### config.mk
export PLATFORM = sky130hd
export DESIGN_NAME = pred_hit_tracker
export DESIGN_NICKNAME = d
export VERILOG_FILES = /design/src/rtl/pred_hit_tracker_pkg.sv /design/src/rtl/pred_hist_fifo.sv /design/src/rtl/pred_hit_tracker.sv
export SDC_FILE = /design/constraint.sdc
export NUM_CORES = 1
export LEC_CHECK = 0
export CAP_MARGIN = 20
export CORE_ASPECT_RATIO = 0.8
export CORE_MARGIN = 5
export CORE_UTILIZATION = 30
export CTS_BUF_LIST = sky130_fd_sc_hd__clkbuf_8 sky130_fd_sc_hd__clkbuf_16
export DETAILED_ROUTE_END_ITERATION = 10
export PLACE_DENSITY = 0.58
export SLEW_MARGIN = 40
export SYNTH_ARGS = -nofsm -noshare
export SYNTH_HDL_FRONTEND = slang
export SYNTH_SLANG_ARGS = --single-unit
### constraint.sdc
create_clock -name in_Clk -period 3.4 [get_ports in_Clk]
set_clock_uncertainty 0.15 [all_clocks]
set_input_delay 1.02 -clock in_Clk [delete_from_list [all_inputs] [get_ports in_Clk]]
set_output_delay 1.02 -clock in_Clk [all_outputs]
set_load 0.005 [all_outputs]
### src/rtl/pred_hit_tracker_pkg.sv
// Shared BPU definitions for the predictor hit tracker and predictor selector users.
// Optional feature macro: PRED_TAG_CHECK_EN (per-entry PC tag check on resolve).
package pred_hit_tracker_pkg;

    localparam int unsigned BPU_PRED_NUM  = 2;
    localparam int unsigned BPU_DEPTH_DEF = 4;
    localparam int unsigned BPU_PTR_W_DEF = 2;
    localparam int unsigned BPU_TAG_W_DEF = 8;

    // Entry layout: predictor guesses in the low bits, optional tag above them
    localparam int unsigned ENT_PRED_LSB = 0;
    localparam int unsigned ENT_TAG_LSB  = BPU_PRED_NUM;

    typedef logic [BPU_PRED_NUM-1:0] pred_vec_t;

    // Bit i set when predictor i guessed the actual outcome
    function automatic pred_vec_t pred_hits(input pred_vec_t pred, input logic taken);
        return pred ~^ {BPU_PRED_NUM{taken}};
    endfunction

endpackage

### src/rtl/pred_hist_fifo.sv
// Generic in-order sync FIFO with occupancy count and a clear that keeps the pop.
// Caller guarantees no push while full unless a pop happens in the same cycle.
module pred_hist_fifo #(
    parameter int unsigned WIDTH = 2,
    parameter int unsigned DEPTH = 4,
    parameter int unsigned PTR_W = 2
) (
    input  logic             clk,
    input  logic             rst,
    input  logic             push,
    input  logic             pop,
    input  logic             clear,
    input  logic [WIDTH-1:0] wr_data,
    output logic [WIDTH-1:0] rd_data,
    output logic             full,
    output logic             empty_c,
    output logic [PTR_W:0]   count
);

    logic [WIDTH-1:0] mem [DEPTH];
    logic [PTR_W-1:0] wr_ptr;
    logic [PTR_W-1:0] rd_ptr;
    logic [PTR_W-1:0] wr_ptr_nxt;
    logic [PTR_W-1:0] rd_ptr_nxt;
    logic [PTR_W:0]   count_nxt;

    // Clear drops everything younger than the (possibly just popped) head
    always_comb begin
        rd_ptr_nxt = pop  ? rd_ptr + PTR_W'(1) : rd_ptr;
        wr_ptr_nxt = push ? wr_ptr + PTR_W'(1) : wr_ptr;
        count_nxt  = count + (PTR_W+1)'(push) - (PTR_W+1)'(pop);
        if (clear) begin
            wr_ptr_nxt = rd_ptr_nxt;
            count_nxt  = '0;
        end
    end

    always_ff @(posedge clk or posedge rst) begin
        if (rst) begin
            wr_ptr <= '0;
            rd_ptr <= '0;
            count  <= '0;
            full   <= 1'b0;
        end else begin
            wr_ptr <= wr_ptr_nxt;
            rd_ptr <= rd_ptr_nxt;
            count  <= count_nxt;
            full   <= (count_nxt == (PTR_W+1)'(DEPTH));
        end
    end

    always_ff @(posedge clk) begin
        if (push) begin
            mem[wr_ptr] <= wr_data;
        end
    end

    assign rd_data = mem[rd_ptr];
    assign empty_c = (count == '0);

endmodule

### src/rtl/pred_hit_tracker.sv
// Tracks both predictors' guesses per in-flight branch and reports per-predictor hits at resolve.
// Optional feature macro: PRED_TAG_CHECK_EN (store PC tag, drop hit and flag error on mismatch).
module pred_hit_tracker
    import pred_hit_tracker_pkg::*;
#(
    parameter int unsigned DEPTH = BPU_DEPTH_DEF,
    parameter int unsigned PTR_W = BPU_PTR_W_DEF,
    parameter int unsigned TAG_W = BPU_TAG_W_DEF
) (
    input  logic                    in_Clk,
    input  logic                    in_Rst,
    input  logic                    in_push,
    input  logic [BPU_PRED_NUM-1:0] in_pred,
    input  logic [TAG_W-1:0]        in_push_tag,
    input  logic                    in_resolve,
    input  logic                    in_taken,
    input  logic [TAG_W-1:0]        in_res_tag,
    input  logic                    in_flush,
    output logic [BPU_PRED_NUM-1:0] out_hit,
    output logic                    out_hit_valid,
    output logic                    out_full,
    output logic [PTR_W:0]          out_count,
    output logic                    out_err
);

`ifdef PRED_TAG_CHECK_EN
    localparam int unsigned ENTRY_W = BPU_PRED_NUM + TAG_W;
`else
    localparam int unsigned ENTRY_W = BPU_PRED_NUM;
`endif

    logic [ENTRY_W-1:0] wr_entry;
    logic [ENTRY_W-1:0] rd_entry;
    logic               fifo_full;
    logic               fifo_empty;
    logic [PTR_W:0]     fifo_count;
    logic               res_ok;
    logic               push_ok;
    logic               tag_ok;
    pred_vec_t          rd_pred;

    // A pop always frees a slot, so a push into a full queue is legal alongside it
    assign res_ok  = in_resolve & ~fifo_empty;
    assign push_ok = in_push & ~in_flush & (~fifo_full | res_ok);
    assign rd_pred = rd_entry[ENT_PRED_LSB +: BPU_PRED_NUM];

`ifdef PRED_TAG_CHECK_EN
    assign wr_entry = {in_push_tag, in_pred};
    assign tag_ok   = (rd_entry[ENT_TAG_LSB +: TAG_W] == in_res_tag);
`else
    logic tag_unused;
    assign wr_entry   = in_pred;
    assign tag_ok     = 1'b1;
    assign tag_unused = ^{in_push_tag, in_res_tag};
`endif

    pred_hist_fifo #(
        .WIDTH (ENTRY_W),
        .DEPTH (DEPTH),
        .PTR_W (PTR_W)
    ) u_fifo (
        .clk     (in_Clk),
        .rst     (in_Rst),
        .push    (push_ok),
        .pop     (res_ok),
        .clear   (in_flush),
        .wr_data (wr_entry),
        .rd_data (rd_entry),
        .full    (fifo_full),
        .empty_c (fifo_empty),
        .count   (fifo_count)
    );

    // Hit result and strobes; out_hit holds its last value between valid strobes
    always_ff @(posedge in_Clk or posedge in_Rst) begin
        if (in_Rst) begin
            out_hit       <= '0;
            out_hit_valid <= 1'b0;
            out_err       <= 1'b0;
        end else begin
            out_hit_valid <= res_ok & tag_ok;
            out_err       <= (in_resolve & fifo_empty) | (res_ok & ~tag_ok);
            if (res_ok & tag_ok) begin
                out_hit <= pred_hits(rd_pred, in_taken);
            end
        end
    end

    assign out_full  = fifo_full;
    assign out_count = fifo_count;

endmodule

* After elaboration in Yosys (flattened, before gate mapping)
Memories as Yosys holds them, arrays and structs flattened.
Cells that the tools add are included.
** Word-level totals
- Bits in writable memories :: 8
- Memories kept :: 1
- Word-level logic and storage cells :: 30
- Register bits :: 12
** Memories
- u_fifo.mem :: words 4, bits a word 2, read ports 1, clocked after memory_dff 0, wr ports 1, line pred_hist_fifo.sv:20 : logic [WIDTH-1:0] mem [DEPTH];
** Operators by class
- Add/sub/neg operators :: 4
- Eq/ne operators :: 1
- Reductions and logical operators :: 2
- Mux-type cells :: 6
- Bitwise gates (word level) :: 9
** Operators with widths (count)
- 2-bit two-way mux :: 3
- 2-bit by 1-bit adder with 2-bit output, second input constant :: 2
- 1-bit AND :: 4
- 3-bit by 1-bit adder with 3-bit output :: 1
- 3-bit equality test, second input constant :: 1
- 3-bit zero test :: 1
- 3-bit two-way mux :: 1
- 1-bit inverter :: 3
- 3-bit by 1-bit subtractor with 3-bit output :: 1
- 1-bit two-way mux :: 2
- 2-bit nonzero test :: 1
- 2-bit XNOR :: 1
- 1-bit OR :: 1

* Depth between registers and ports, before layout
Gate-level depths: netlist of run 1.
- Depth in word-level cells :: 9
- Depth in mapped cells :: 10
- Mapped depth without buffers :: 10

* Cells and area by module
From an unflattened synthesis of run 1, not the netlist that was laid out.
** Unflattened totals
- Cell total of the unflattened synthesis :: 65
- Area total of the unflattened synthesis :: 952.2 µm²
** Modules (own cells, without submodules)
- pred_hist_fifo :: times used 1, cells an instance 51, area an instance 763.2 µm²
- pred_hit_tracker :: times used 1, cells an instance 14, area an instance 188.9 µm²

* Worst setup path after synthesis of run 1
OpenSTA, ideal clock, no wires.
- Kind :: input to register
- From :: input port in_resolve
- To :: register u_fifo.full
- Arrival :: 2.734 ns
- Path slack :: 0.428 ns
- Cell stages on the path :: 10
- Buffers on the path :: 0
- Cell sequence :: o31ai_4 -> a21boi_2 -> nor2b_1 -> ha_1 -> inv_1 -> fa_1 -> xor2_1 -> and2_1 -> nor3_1 -> nor3b_1
** On the way
- Word-level cells in the longest chain between the ends :: 7
** Ends and longest elaborated chain
- start: declaration :: line pred_hit_tracker.sv:15 : input logic in_resolve,
- 1-bit AND (*) :: line pred_hit_tracker.sv:43 : assign res_ok = in_resolve & ~fifo_empty;
- 1-bit OR :: line pred_hit_tracker.sv:44 : assign push_ok = in_push & ~in_flush & (~fifo_full | res_ok);
- 1-bit AND :: line pred_hit_tracker.sv:44
- 3-bit by 1-bit adder with 3-bit output :: line pred_hist_fifo.sv:31 : count_nxt = count + (PTR_W+1)'(push) - (PTR_W+1)'(pop);
- 3-bit by 1-bit subtractor with 3-bit output (*) :: line pred_hist_fifo.sv:31
- 3-bit two-way mux (*) :: line pred_hist_fifo.sv:32 : if (clear) begin
- via u_fifo.count_nxt[2] :: line pred_hist_fifo.sv:25 : logic [PTR_W:0] count_nxt;
- 3-bit equality test (*) :: line pred_hist_fifo.sv:48 : full <= (count_nxt == (PTR_W+1)'(DEPTH));
- end signal: assignment :: line pred_hist_fifo.sv:48
- end: declaration :: line pred_hist_fifo.sv:15 : output logic full,
The timed path passes the listed nets; every way through them passes the cells marked *.
A chain may end at the register's enable or synchronous reset.

* Final worst setup path of run 1
Ends and elaborated chain as after synthesis.

==> flow_summary_export.csv, run 1 <==
group,metric,value,unit
outcome,status,"complete, no violations",
cells_and_area,drive_above_1_share,20.45,%
route,vias_per_cell,4.222,
critical_path,cp-endpoint,"u_fifo.full",
route,detail-route-antenna-nets,0,
sta,setup-violations-final,0,
sta,hold_viol,0,
global_routing,grt_pass1_wl,2.546,mm
die,start_util,32.20,%
cells_and_area,finalNonFillerCells,126,
global_routing,track_usage,7.887,%
die,rows,17,
global_routing,antenna_found_initial,0,
yosys,synthDistinctLibCells,21,
global_routing,grt_overflow,0,
clock_tree,cts_hold_buf,0,
cells_and_area,final_area,0.001234,mm2
clock_tree,ctsLongestPathBuffers,2,
route,wl_per_cell,12.08,um
job,drv_cap,0,
pwr,ir_drop,0.0002506,V
yosys,synth_seq_cells,20,
cells_and_area,fillers,269,
sta,period_needed,3224,ps
clock_tree,cts_sinks,20,
sta,tightest_slew,461.0,ps
global_routing,grt_pass1_vias,542,
critical_path,required,3420,ps
die,die_h,59.29,um
route,totalWireLength,1.522,mm
sta,rsz0062_at_grt,"false",
sta,timing.fmax,310.2,MHz
cells_and_area,layout.nets,119,
cells_and_area,antenna_cells,0,
global_routing,grt_max_degree,13,
route,route.detailed.drc,0,
critical_path,worstSetupStartpointType,"primary input",
placement,place_congestion,0.6890,
route,drtIter0Drc,11,
clock_tree,clk_latency,250,ps
min_path,hold_path_startpoint,"out_hit[1]",
placement,hpwlAfterDp,1.163,mm
critical_path,cp_max_fo,8,
die,ioPinCount,32,
clock_tree,cts_tree,"done",
clock_tree,clkTransAtPathRegs,70,ps
critical_path,reg2reg_depth,10,
pwr,power_density,813.5,mW/mm2
yosys,synth.cell_area,910.9,um2
clock_tree,h-tree-depth,1,
clock_tree,cts_root_buffer,"clkbuf_8",
yosys,syn_nets,94,
placement,place_area,0.001146,mm2
sta,whs,331.3,ps
yosys,synth_cells,64,
critical_path,cp-startpoint,"in_resolve",
pwr,power,1004,uW
critical_path,critical_path_class,"primary input to flop",
placement,port_buffers,15,
pwr,p_leak,0.0005126,uW
critical_path,reg2reg_setup_slack,960,ps
placement,place_inst,122,
critical_path,r2r_end,"u_fifo.full",
min_path,holdCritPathClass,"flop to flop",
critical_path,arrival,3250,ps
yosys,ys_seq_area_share,59.34,%
placement,dp_slack,-168.0,ps
die,die-area,0.004245,mm2
sta,relSlewSlack,69.23,%
sta,period_share,94.82,%
yosys,yosysWarnings,0,
clock_tree,cts_buffers,3,
route,vias,532,
cells_and_area,area_delta_synth_final,35.44,%
die,die_x,71.61,um
sta,worst_slack,176.0,ps
yosys,syn_area_per_cell,14.23,um2
critical_path,r2r-start,"u_fifo.count[1]",
die,coreArea,0.002829,mm2
sta,final_max_slew_viol_count,0,
critical_path,cp-end-kind,"flop",
route,dr.pass1.iters,4,
## cells in the mapped netlist
| library cell | number | area share, % |
|---|---|---|
| dfrtp_1 | 12 | 33 |
| edfxtp_1 | 8 | 26 |
| and2_1 | 5 | 3.4 |
| ha_1 | 5 | 6.9 |
| inv_1 | 5 | 2.1 |
| nand2_1 | 4 | 1.6 |
| nor2_1 | 3 | 1.2 |
| o21ai_0 | 3 | 1.6 |
| xnor2_1 | 3 | 2.9 |
| xor2_1 | 3 | 2.9 |
| mux4_2 | 2 | 4.9 |
| nor2b_1 | 2 | 1.4 |
| a21boi_2 | 1 | 1.2 |
| fa_1 | 1 | 2.2 |
| mux2_1 | 1 | 1.2 |
| mux2_2 | 1 | 1.2 |
| mux2i_1 | 1 | 1.1 |
| nor3_1 | 1 | 0.55 |
| nor3b_1 | 1 | 0.82 |
| nor4b_1 | 1 | 0.96 |
| o31ai_4 | 1 | 2.3 |
## how the worst min path moves through the flow
stage                             to  depth (start not counted)  slack [ps]
after global routing      out_hit[1]                          2         360
after global placement    out_hit[1]                          2         320
final                     out_hit[1]                          2         330
after detailed placement  out_hit[1]                          2         330
after floorplan           out_hit[0]                          2         320
after CTS                 out_hit[1]                          2         350
## placed cells by master, fill, tap and decap left out, drive strengths merged
master / instances
nor2b: 2
buf: 5
nor4b: 1
nand2: 4
bufinv: 1
and2: 5
clkbuf: 3
a21boi: 1
fa: 1
edfxtp: 8
mux4: 2
xor2: 3
dfrtp: 12
o21ai: 3
o31ai: 1
inv: 5
mux2i: 1
ha: 5
nor3: 1
nor2: 3
mux2: 2
xnor2: 3
nor3b: 1
clkdlybuf4s50: 15
## final cells by class
cell class	count	area [um2]	share of cell area [%]
inverter	5	18.77	1.521
sequential	20	540.5	43.81
timing repair buffer	20	187.7	15.21
tap	38	47.55	3.854
multi-input combinational	39	367.9	29.82
clock inverter	1	30.03	2.434
clock buffer	3	41.29	3.347
## worst max-delay path, stage by stage
cell             delay [ps]
clkdlybuf4s50_1         530
o31ai_4                 100
buf_4                   170
mux2i_2                 190
ha_1                    180
inv_1                    50
fa_1                    370
xor2_1                  160
and2_1                  180
nor3_2                  120
nor3b_2                 190
## per-stage QoR
step | TNS, ps | util, %
global placement | -135.6 | 40.51
CTS | 0 | 43.03
floorplan | 0 | -
global route | 0 | 43.61
detailed placement | -168.0 | 40.51
finish | 0 | 43.61
## report_power, final
group | switching, uW | internal [uW]
clock network | 75.0 | 157
logic | 153 | 219
registers | 72.9 | 327
## state kept, by name, indices dropped and copies added (netlist names)
register,count
u_fifo.rd_ptr,2
u_fifo.wr_ptr,2
out_hit,2
u_fifo.full,1
out_hit_valid,1
u_fifo.mem,8
out_err,1
u_fifo.count,3
## per-layer routing
metal | wire, um | share of wire (%) | up-vias | GRT usage (%)
met5 | 0 | 0 | - | 0
met4 | 23 | 1.5 | 0 | 3.217
met3 | 83 | 5.5 | 2 | 2.712
met2 | 742 | 49 | 13 | 12.96
met1 | 672 | 44 | 252 | 9.519
li1 | - | - | 265 | -
## logic make-up (layout without fill, tap and decap cells)
| logic type | after synthesis | in the layout | share of synthesized area (%) |
|---|---|---|---|
| flip-flops | 20 | 20 | 59.34 |
| AND/OR/NAND/NOR | 17 | 17 | 10.03 |
| multiplexers | 5 | 5 | 8.516 |
| AO/OA/AOI/OAI | 5 | 5 | 5.219 |
| adder cells (fa/ha/maj) | 6 | 6 | 9.066 |
| XOR/XNOR | 6 | 6 | 5.770 |
| buffers and inverters | 5 | 29 | 2.061 |
## what timing repair did
action / 4_1_cts / 5_1_grt
endpoints found under the setup margin: 0 / 1
gates resized for setup: 0 / 4
setup buffers: 0 / 0
(Power assumes the default switching activity.)
==> inputs of run 2 (changes only) <==
- CORE_UTILIZATION: 30 -> 43
- PLACE_DENSITY: 0.58 -> 0.78
==> run 2 against run 1 <==
Clock power is essentially flat. First-iteration DRC count down 9.1%. Die area decreased by 26%. Largest cell class unchanged. Critical path type unchanged. Fmax barely moved.
==> flow_summary_export.csv, run 2 (synthesis results as in run 1) <==
group,metric,value,unit
outcome,status,"complete, no violations",
placement,place_congestion,0.6633,
route,detail-route-antenna-nets,0,
global_routing,track_usage,10.70,%
critical_path,required,3420,ps
route,dr.pass1.iters,4,
cells_and_area,final_cell_mix,"15 x clkdlybuf4s50_1, 12 x dfrtp_1, 8 x edfxtp_1",
clock_tree,cts_buffers,3,
global_routing,grt_overflow,0,
die,coreArea,0.001944,mm2
critical_path,critical_path_class,"primary input to flop",
cells_and_area,drive_above_1_share,17.05,%
cells_and_area,area_delta_synth_final,32.28,%
placement,hpwlAfterDp,1.068,mm
clock_tree,h-tree-depth,1,
cells_and_area,top_register,"u_fifo.mem",
placement,dp_slack,-111.9,ps
critical_path,arrival,3250,ps
clock_tree,cts_root_buffer,"clkbuf_8",
die,rows,14,
sta,timing.fmax,309.9,MHz
sta,hold_viol,0,
cells_and_area,largest_reg_flops,8,
die,start_util,46.85,%
global_routing,grt_pass1_wl,2.449,mm
route,wl_per_cell,12.63,um
clock_tree,clk_latency,250,ps
placement,port_buffers,15,
sta,tightest_slew,469.4,ps
route,route.detailed.drc,0,
cells_and_area,antenna_cells,0,
sta,period_needed,3227,ps
sta,period_share,94.90,%
critical_path,cp_max_fo,2,
sta,setup-violations-final,0,
die,die_x,61.46,um
cells_and_area,seqCellArea,540.5,um2
die,die-area,0.003144,mm2
critical_path,cp-end-kind,"flop",
global_routing,grt_max_degree,13,
cells_and_area,fillers,165,
cells_and_area,final_area,0.001205,mm2
placement,place_area,0.001129,mm2
pwr,power_density,824.0,mW/mm2
clock_tree,postCtsSetupBuffers,0,
route,vias,515,
sta,rsz0062_at_grt,"false",
cells_and_area,layout_commonest_cell,"clkdlybuf4s50_1",
clock_tree,cts_resized,0,
cells_and_area,layout.nets,119,
cells_and_area,fin_util,61.97,%
clock_tree,cts_tree,"done",
global_routing,grt_pass1_vias,581,
critical_path,worstSetupStartpointType,"primary input",
die,ioPinCount,32,
job,drv_cap,0,
route,drtIter0Drc,10,
clock_tree,clkTransAtPathRegs,70,ps
cells_and_area,multiInputGateArea,356.6,um2
clock_tree,cts_hold_buf,0,
global_routing,antenna_found_initial,0,
critical_path,reg2reg_depth,10,
sta,final_max_slew_viol_count,0,
sta,relSlewSlack,68.68,%
min_path,holdCritPathClass,"flop to flop",
sta,worst_slack,173.4,ps
min_path,whs_path_depth,2,
pwr,ir_drop,0.0005161,V
route,vias_per_cell,4.598,
clock_tree,cts_sinks,20,
cells_and_area,top_regs,"u_fifo.mem x8, u_fifo.count x3",
pwr,p_leak,0.0005077,uW
route,totalWireLength,1.414,mm
clock_tree,ctsLongestPathBuffers,2,
die,die_h,51.17,um
==> run 2: changes by cell type in the layout (fill, tap and decap cells not counted) <==
cell and delta:
nor2b_1 +1, nor2b_2 -1, nor3b_2 -1, mux2i_2 -1, mux2i_1 +1, nor3b_1 +1
==> run 2: per-layer routing <==
metal | GRT usage, % | up-vias | share of wire [%]
li1 | - | 265 | -
met1 | 13.83 | 235 | 49
met2 | 16.90 | 13 | 44
met3 | 4.534 | 2 | 6.9
met4 | 2.120 | 0 | 0.71
met5 | 0 | - | 0
==> run 2: area by class of cell <==
type	count	share of cell area, %
clock buffer	3	3.427
inverter	5	1.558
clock inverter	1	2.492
multi-input combinational	39	29.59
tap	24	2.492
sequential	20	44.86
timing repair buffer	20	15.58
==> run 2: critical path, stage by stage <==
cell and delay, ps:
clkdlybuf4s50_1 520, o31ai_4 100, a21boi_2 160, nor2b_1 190, ha_1 170, inv_1 50, fa_1 370, xor2_1 160
and2_1 180, nor3_2 130, nor3b_1 210
==> run 2: power by group <==
group	total [uW]	internal [uW]	switching, uW	leakage (uW)
clock	233	157	76.4	0.0000357
combinational	361	213	149	0.000249
sequential	398	327	70.7	0.000223
==> run 2: path summary, 6_finish.rpt <==
| kind | startpoint | end | slack, ps |
|---|---|---|---|
| setup / recovery | in_resolve | u_fifo.full | 170 |
| hold / removal | out_hit[1] | out_hit[1] | 330 |
| setup reg to reg | u_fifo.count[1] | u_fifo.full | 950 |
| hold reg to reg | out_hit[1] | out_hit[1] | 330 |
| max in group asynchronous | in_Rst | u_fifo.wr_ptr[1] | 1860 |
| min in group asynchronous | in_Rst | out_err | 920 |
==> run 2: through the flow <==
stage	total power, uW	hold slack (ps)	setup TNS, ps	instances
5_1_grt	1073	408.5	0	112
6_report	992.8	329.4	0	112
2_1_floorplan	604.9	323.0	0	64
3_5_place_dp	759.5	323.0	-111.9	108
3_3_place_gp	749.0	312.6	-118.4	108
4_1_cts	1001	339.1	0	112
==> inputs of run 3 (changes only) <==
- HOLD_SLACK_MARGIN: not set -> 0.12
==> results of run 3 <==
Final layout, timing and power as in run 2 (identical DEF).
